<file path="src/rtl/mc_ctrl_fsm.sv">
// mc_ctrl_fsm: multi-cycle CPU control FSM with memory handshake, wait-state timeout and sticky trap.
// Define MC_CTRL_PERF_EN to add the cycle_cnt / instret_cnt performance counters.
module mc_ctrl_fsm #(
   parameter int WAIT_LIMIT = 16,
   parameter int WAIT_CNT_W = 8
`ifdef MC_CTRL_PERF_EN
   ,parameter int CNT_W = 32
`endif
) (
   input  logic             clk,
   input  logic             reset,
   input  logic [5:0]       Opcode,
   input  logic [5:0]       Funct,
   input  logic             mem_ready,
   output logic             PCWrite,
   output logic             PCWriteCond,
   output logic             IorD,
   output logic             MemWrite,
   output logic             MemRead,
   output logic             IRWrite,
   output logic             MemtoReg,
   output logic             RegWrite,
   output logic             ExtOp,
   output logic             LuiOp,
   output logic             PCorData,
   output logic [1:0]       RegDst,
   output logic [1:0]       ALUSrcA,
   output logic [1:0]       ALUSrcB,
   output logic [1:0]       PCSource,
   output logic [3:0]       ALUOp,
   output logic             cond_inv,
   output logic             trap,
   output logic [1:0]       trap_cause
`ifdef MC_CTRL_PERF_EN
   ,output logic [CNT_W-1:0] cycle_cnt,
   output logic [CNT_W-1:0] instret_cnt
`endif
);
   typedef enum logic [2:0] {S_IF, S_ID, S_EX, S_MEM, S_WB, S_TRAP} state_t;
   typedef struct packed {
      logic       pc_write;
      logic       pc_write_cond;
      logic       iord;
      logic       mem_write;
      logic       mem_read;
      logic       ir_write;
      logic       mem_to_reg;
      logic       reg_write;
      logic       ext_op;
      logic       lui_op;
      logic       pc_or_data;
      logic [1:0] reg_dst;
      logic [1:0] alu_src_a;
      logic [1:0] alu_src_b;
      logic [1:0] pc_source;
      logic [3:0] alu_op;
      logic       cond_inv;
   } ctl_t;
   localparam logic [WAIT_CNT_W-1:0] LIM_M1 = WAIT_CNT_W'(WAIT_LIMIT - 1);
   state_t                state, nxt;
   ctl_t                  ctl;
   logic [WAIT_CNT_W-1:0] wait_cnt;
   logic                  is_r, is_lw, is_jr, is_shift, legal, mem_state, timeout;
   assign is_r      = Opcode == 6'h00;
   assign is_lw     = Opcode == 6'h23;
   assign is_jr     = Funct == 6'h08;
   assign is_shift  = Funct inside {6'h00, 6'h02, 6'h03};
   assign legal     = is_r ? Funct inside {6'h00, 6'h02, 6'h03, 6'h08, [6'h20:6'h27], 6'h2A, 6'h2B}
                           : Opcode inside {6'h02, 6'h03, 6'h04, 6'h05, 6'h08, 6'h09, 6'h0A, 6'h0B,
                                            6'h0C, 6'h0D, 6'h0F, 6'h23, 6'h2B};
   assign mem_state = state == S_IF || state == S_MEM;
   // the stall cycle that would make WAIT_LIMIT consecutive waits; mem_ready in that cycle wins
   assign timeout   = WAIT_LIMIT != 0 && mem_state && !mem_ready && wait_cnt == LIM_M1;
   always_comb begin
      ctl = '0;
      nxt = state;
      case (state)
         S_IF: begin
            ctl.mem_read  = 1'b1;
            ctl.alu_src_b = 2'b01;
            ctl.ir_write  = mem_ready;
            ctl.pc_write  = mem_ready;
            nxt           = mem_ready ? S_ID : timeout ? S_TRAP : S_IF;
         end
         S_ID: begin
            ctl.alu_src_b = 2'b11;
            ctl.ext_op    = 1'b1;
            nxt           = legal ? S_EX : S_TRAP;
         end
         S_EX: case (Opcode)
            6'h00: begin
               ctl.alu_src_a = is_shift ? 2'b10 : 2'b01;
               ctl.alu_op    = is_jr ? 4'b0111 : 4'b0010;
               ctl.pc_write  = is_jr;
               nxt           = is_jr ? S_IF : S_WB;
            end
            6'h23, 6'h2B: begin
               ctl.alu_src_a = 2'b01;
               ctl.alu_src_b = 2'b10;
               ctl.ext_op    = 1'b1;
               nxt           = S_MEM;
            end
            6'h04, 6'h05: begin
               ctl.alu_src_a     = 2'b01;
               ctl.alu_op        = 4'b0001;
               ctl.pc_write_cond = 1'b1;
               ctl.pc_source     = 2'b01;
               ctl.cond_inv      = Opcode[0];
               nxt               = S_IF;
            end
            6'h02, 6'h03: begin
               ctl.pc_write   = 1'b1;
               ctl.pc_source  = 2'b11;
               ctl.reg_dst    = Opcode[0] ? 2'b10 : 2'b00;
               ctl.pc_or_data = Opcode[0];
               ctl.reg_write  = Opcode[0];
               nxt            = S_IF;
            end
            default: begin
               // immediate ALU ops: 08..0B sign-extend, 0C/0D zero-extend, 0F lui
               ctl.alu_src_a = 2'b01;
               ctl.alu_src_b = 2'b10;
               ctl.ext_op    = !Opcode[2];
               ctl.lui_op    = Opcode == 6'h0F;
               ctl.alu_op    = Opcode[2:0] == 3'b010 ? 4'b0101 :
                               Opcode[2:0] == 3'b011 ? 4'b0110 :
                               Opcode[2:0] == 3'b100 ? 4'b0011 :
                               Opcode[2:0] == 3'b101 ? 4'b0100 : 4'b0000;
               nxt           = S_WB;
            end
         endcase
         S_MEM: begin
            ctl.iord      = 1'b1;
            ctl.mem_read  = is_lw;
            ctl.mem_write = !is_lw;
            nxt           = mem_ready ? (is_lw ? S_WB : S_IF) : timeout ? S_TRAP : S_MEM;
         end
         S_WB: begin
            ctl.reg_write  = 1'b1;
            ctl.reg_dst    = is_r ? 2'b01 : 2'b00;
            ctl.mem_to_reg = is_lw;
            nxt            = S_IF;
         end
         default: nxt = S_TRAP;
      endcase
      if (reset) ctl = '0;
   end
   always_ff @(posedge clk) begin
      if (reset) begin
         state      <= S_IF;
         wait_cnt   <= '0;
         trap_cause <= 2'b00;
      end else begin
         state    <= nxt;
         wait_cnt <= (nxt != state || mem_ready || !mem_state) ? '0 : wait_cnt + WAIT_CNT_W'(1);
         if (state != S_TRAP && nxt == S_TRAP) trap_cause <= state == S_ID ? 2'b01 : 2'b10;
      end
   end
   assign trap = state == S_TRAP;
   assign {PCWrite, PCWriteCond, IorD, MemWrite, MemRead, IRWrite, MemtoReg, RegWrite, ExtOp, LuiOp,
           PCorData, RegDst, ALUSrcA, ALUSrcB, PCSource, ALUOp, cond_inv} = ctl;
`ifdef MC_CTRL_PERF_EN
   always_ff @(posedge clk) begin
      if (reset) begin
         cycle_cnt   <= '0;
         instret_cnt <= '0;
      end else begin
         if (state != S_TRAP) cycle_cnt <= cycle_cnt + CNT_W'(1);
         if (state != S_IF && nxt == S_IF) instret_cnt <= instret_cnt + CNT_W'(1);
      end
   end
`endif
endmodule

</file>
<file path="config.mk">
export PLATFORM = sky130hd
export DESIGN_NAME = mc_ctrl_fsm
export DESIGN_NICKNAME = d
export VERILOG_FILES = /design/src/rtl/mc_ctrl_fsm.sv
export SDC_FILE = /design/constraint.sdc
export NUM_CORES = 1
export LEC_CHECK = 0
export CAP_MARGIN = 20
export CORE_UTILIZATION = 48
export CTS_BUF_LIST = sky130_fd_sc_hd__clkbuf_4 sky130_fd_sc_hd__clkbuf_8 sky130_fd_sc_hd__clkbuf_16
export CTS_CLUSTER_SIZE = 8
export DETAILED_ROUTE_END_ITERATION = 12
export HOLD_SLACK_MARGIN = 0.12
export PLACE_DENSITY_LB_ADDON = 0.2
export SLEW_MARGIN = 10
export SYNTH_ARGS = -nofsm -noshare
export SYNTH_HDL_FRONTEND = slang
export SYNTH_SLANG_ARGS = --single-unit
</file>
<file path="constraint.sdc">
create_clock -name clk -period 2.8 [get_ports clk]
set_input_delay 0.28 -clock clk [delete_from_list [all_inputs] [get_ports clk]]
set_output_delay 0.28 -clock clk [all_outputs]
set_load 0.02 [all_outputs]
</file>
==> impl_results.md <==
* Die Span Y at 52.42 um
* Post-route clock period utilization at around 96%
* Crit Path Max Fanout at 8
* Fillers at ~190
* Synth Cell Area at around 1200 um2
* Core area at 2297 um2
* Max Freq at roughly 370 MHz
* Setup TNS at 0 ns
* Worst skew pair latency at roughly 0.28 ns
* Initial DRC count at 36
* Total number of vias at roughly 1,400
* Post-CTS setup buffer count at 0
* Crit Path Category: flip-flop to primary output
* GP Congestion at about 0.89
* Final min period at 2.676 ns
* Hold Path Class: flip-flop to flip-flop
* DP HPWL at approximately 2600 um
* First-pass DRT Iterations at 5
* Hold-critical path depth at 1
* CTS tree: done
* CTS sink count at 13
* Starting Density at between 50% and 60%
* First-pass GRT wire length at roughly 5500 um
* Clock Pin Slew Worst Setup and Hold Paths at 0.08 ns
* Yosys Warn Count at 0
* HP Start: wait_cnt[0]
* CTS resizes at 0
* RSZ-0062 raised after global routing: false
* Final Hold Fails at 0
* Layout cells sized above 1 at 12.56%
* CP Capture Type: primary output
* Die Wd at between 50 and 60 um
* Vias per std cell at roughly 5.9
* Clock skew at approximately 0.0040 ns
* Reg area at ~260 um2
* Layout Cells excl Fill at 235
* Final ANT Viol Nets at 0
* Total GRT Usage at approximately a quarter
* Cell Pwr Density at between 300 and 400 nW/um2
* Total gr overflow at 0
* Final Max Tran Viols at 0
* Post-synthesis sequential area ratio at a little over a fifth
* Startpoint Class: flip-flop
* # nets final at ~220
* Synthesized area per cell at about 7.4 um2
* DP Area at between 1500 and 2000 um2
* R2R Path End: wait_cnt[6]
* Syn Nets at between 150 and 200
* Setup violators final at 0
* N_diodes at 0
* Area used by multi-input combinational logic at 889.6 um2
* CTS Hold Bufs at 0
* Async SR Flop Fraction at 0%
* Vias in the first global route at 1,292
* Row Count at 17
* Post-synth EDFFs at 0
* Max Cap Viol at 0
* FF-to-FF Start: state[1]
* Max H-tree Level at 1
* Most used DFF post-synth: dfxtp_1
* Placed instance count at 231
* I/O pin cnt at 42
* Synthesized instance count at about 160
* Clk buf depth at 2
* Leakage at 0.6350 nW
* Synth-to-layout area growth at 38.87%
* WL per Instance at roughly 14 um
* Power Total at around 0.00052 W
* Synth unique cells at between 50 and 60
* Yosys reg bits at 13
* Worst r2r path cells at 5
* IO Port Bufs at 40
* WHS Endpoint: wait_cnt[0]
* Initial antenna violation count at 0
* Die area at approximately 2700 um2
* WP data arrival at 2.40 ns
* Fin area at 1694 um2
* Largest net degree at the start of global routing at 15
* Total Wirelength at ~3300 um
* Critical Path RT at between 2 and 3 ns
* Flop-to-flop setup slack at around 0.87 ns
* Post-route DRC violation count at 0
* Total clock buffers created by CTS at 3
* Outcome: finished, final reports clean
* Clock root buffer: clkbuf_4
* Crit path from: state[2]
* Worst hold slack at roughly 0.47 ns
* Worst vdd ir at about 420 uV
flip-flops by register name, summed over array words and instances (netlist names):
| name | flops |
|---|---|
| trap_cause | 2 |
| state | 3 |
| wait_cnt | 8 |
layer usage:
metal  global-route usage (%)  wire length (um)  vias to the layer above
met4                    5.263                 6                        0
met3                    6.087               174                        2
met5                        0                 0                        -
met2                    44.73              1560                       43
met1                    34.32              1576                      648
li1                         -                 -                      686
metrics by stage:
step / setup WS, ns / util [%]
2_1_floorplan: 0.6555 / -
3_3_place_gp: 0.2062 / 72.17
3_5_place_dp: 0.08972 / 72.17
4_1_cts: 0.04278 / 73.47
5_1_grt: 0.004210 / 73.75
6_report: 0.1237 / 73.75
layout by cell type, fill, tap and decap left out, types with 2 or more instances in the layout:
cell type        synthesis  layout
clkdlybuf4s50_1          0      40
nor2_1                  19      19
dfxtp_1                 13      13
a21oi_1                 12      12
nand2_1                 11      11
nor2b_1                  7       7
nor3_1                   7       7
inv_1                    7       7
buf_4                    1       7
o21ai_0                  6       6
nand2b_1                 5       5
and3_1                   5       5
nand3_1                  5       5
or2_2                    4       4
xnor2_1                  4       4
clkbuf_4                 0       4
nand3b_1                 3       3
o21bai_1                 3       3
o211ai_1                 3       3
nand4b_1                 2       2
a211o_1                  2       2
a21o_1                   2       2
or4_4                    2       2
o211ai_2                 2       2
xor2_1                   2       2
a22oi_1                  2       2
worst max-delay path by stage:
stage	end	slack, ns	depth (start not counted)
2_1_floorplan	PCWrite	0.66	4
3_3_place_gp	PCWrite	0.21	6
3_5_place_dp	PCWrite	0.09	6
4_1_cts	PCWrite	0.04	5
5_1_grt	MemRead	0.004	6
6_report	RegWrite	0.12	6
worst max-delay path, cell delays in order, from the launching register on:
cell             delay [ns]
dfxtp_1                0.41
or2_2                  0.39
nor2_1                 0.25
and3_1                 0.28
nand2_1                0.10
nand2_1                0.10
clkdlybuf4s50_1        0.59
cells in the mapped netlist (2+ instances only):
cell type / n / area share [%]
o211ai_2: 2 / 2.1
nand3_1: 5 / 2.1
nor3_1: 7 / 2.9
a22oi_1: 2 / 1.2
or4_4: 2 / 1.8
a21oi_1: 12 / 4.9
dfxtp_1: 13 / 21
xor2_1: 2 / 1.4
nand3b_1: 3 / 1.8
o21ai_0: 6 / 2.5
nand2_1: 11 / 3.4
o21bai_1: 3 / 1.8
o211ai_1: 3 / 1.8
inv_1: 7 / 2.2
clkbuf_1: 4 / 1.2
a211o_1: 2 / 1.4
xnor2_1: 4 / 2.9
buf_6: 2 / 1.8
or2_2: 4 / 2.1
a21o_1: 2 / 1.2
nand4b_1: 2 / 1.4
nor4_1: 2 / 1.0
nor2_1: 19 / 5.8
nor2b_1: 7 / 3.6
nand2b_1: 5 / 2.6
and3_1: 5 / 2.6
final cells by class:
type                    count  area share, %
inverters                   7          1.551
flip-flops and latches     13          15.36
repair buffers             47          26.74
well taps                  28          2.068
clock buffers               4          1.773
multi-input cells         136          52.51
logic make-up after synthesis:
kind of cell / synth area share [%]
and+or+nand+nor: 40.82
other: 0.3074
adders and majority gates: 1.025
buffers and inverters: 6.256
DFF: 21.33
xor gates and xnor gates: 4.308
AOI/OAI and AO/OA: 25.95
power by group:
group | switching, W | total, W | internal [W]
combinational | 0.0000958 | 0.000183 | 0.0000874
sequential | 0.0000140 | 0.000208 | 0.000194
clock | 0.0000642 | 0.000129 | 0.0000651
total | 0.000174 | 0.000521 | 0.000347
(Power assumes the default switching activity.)
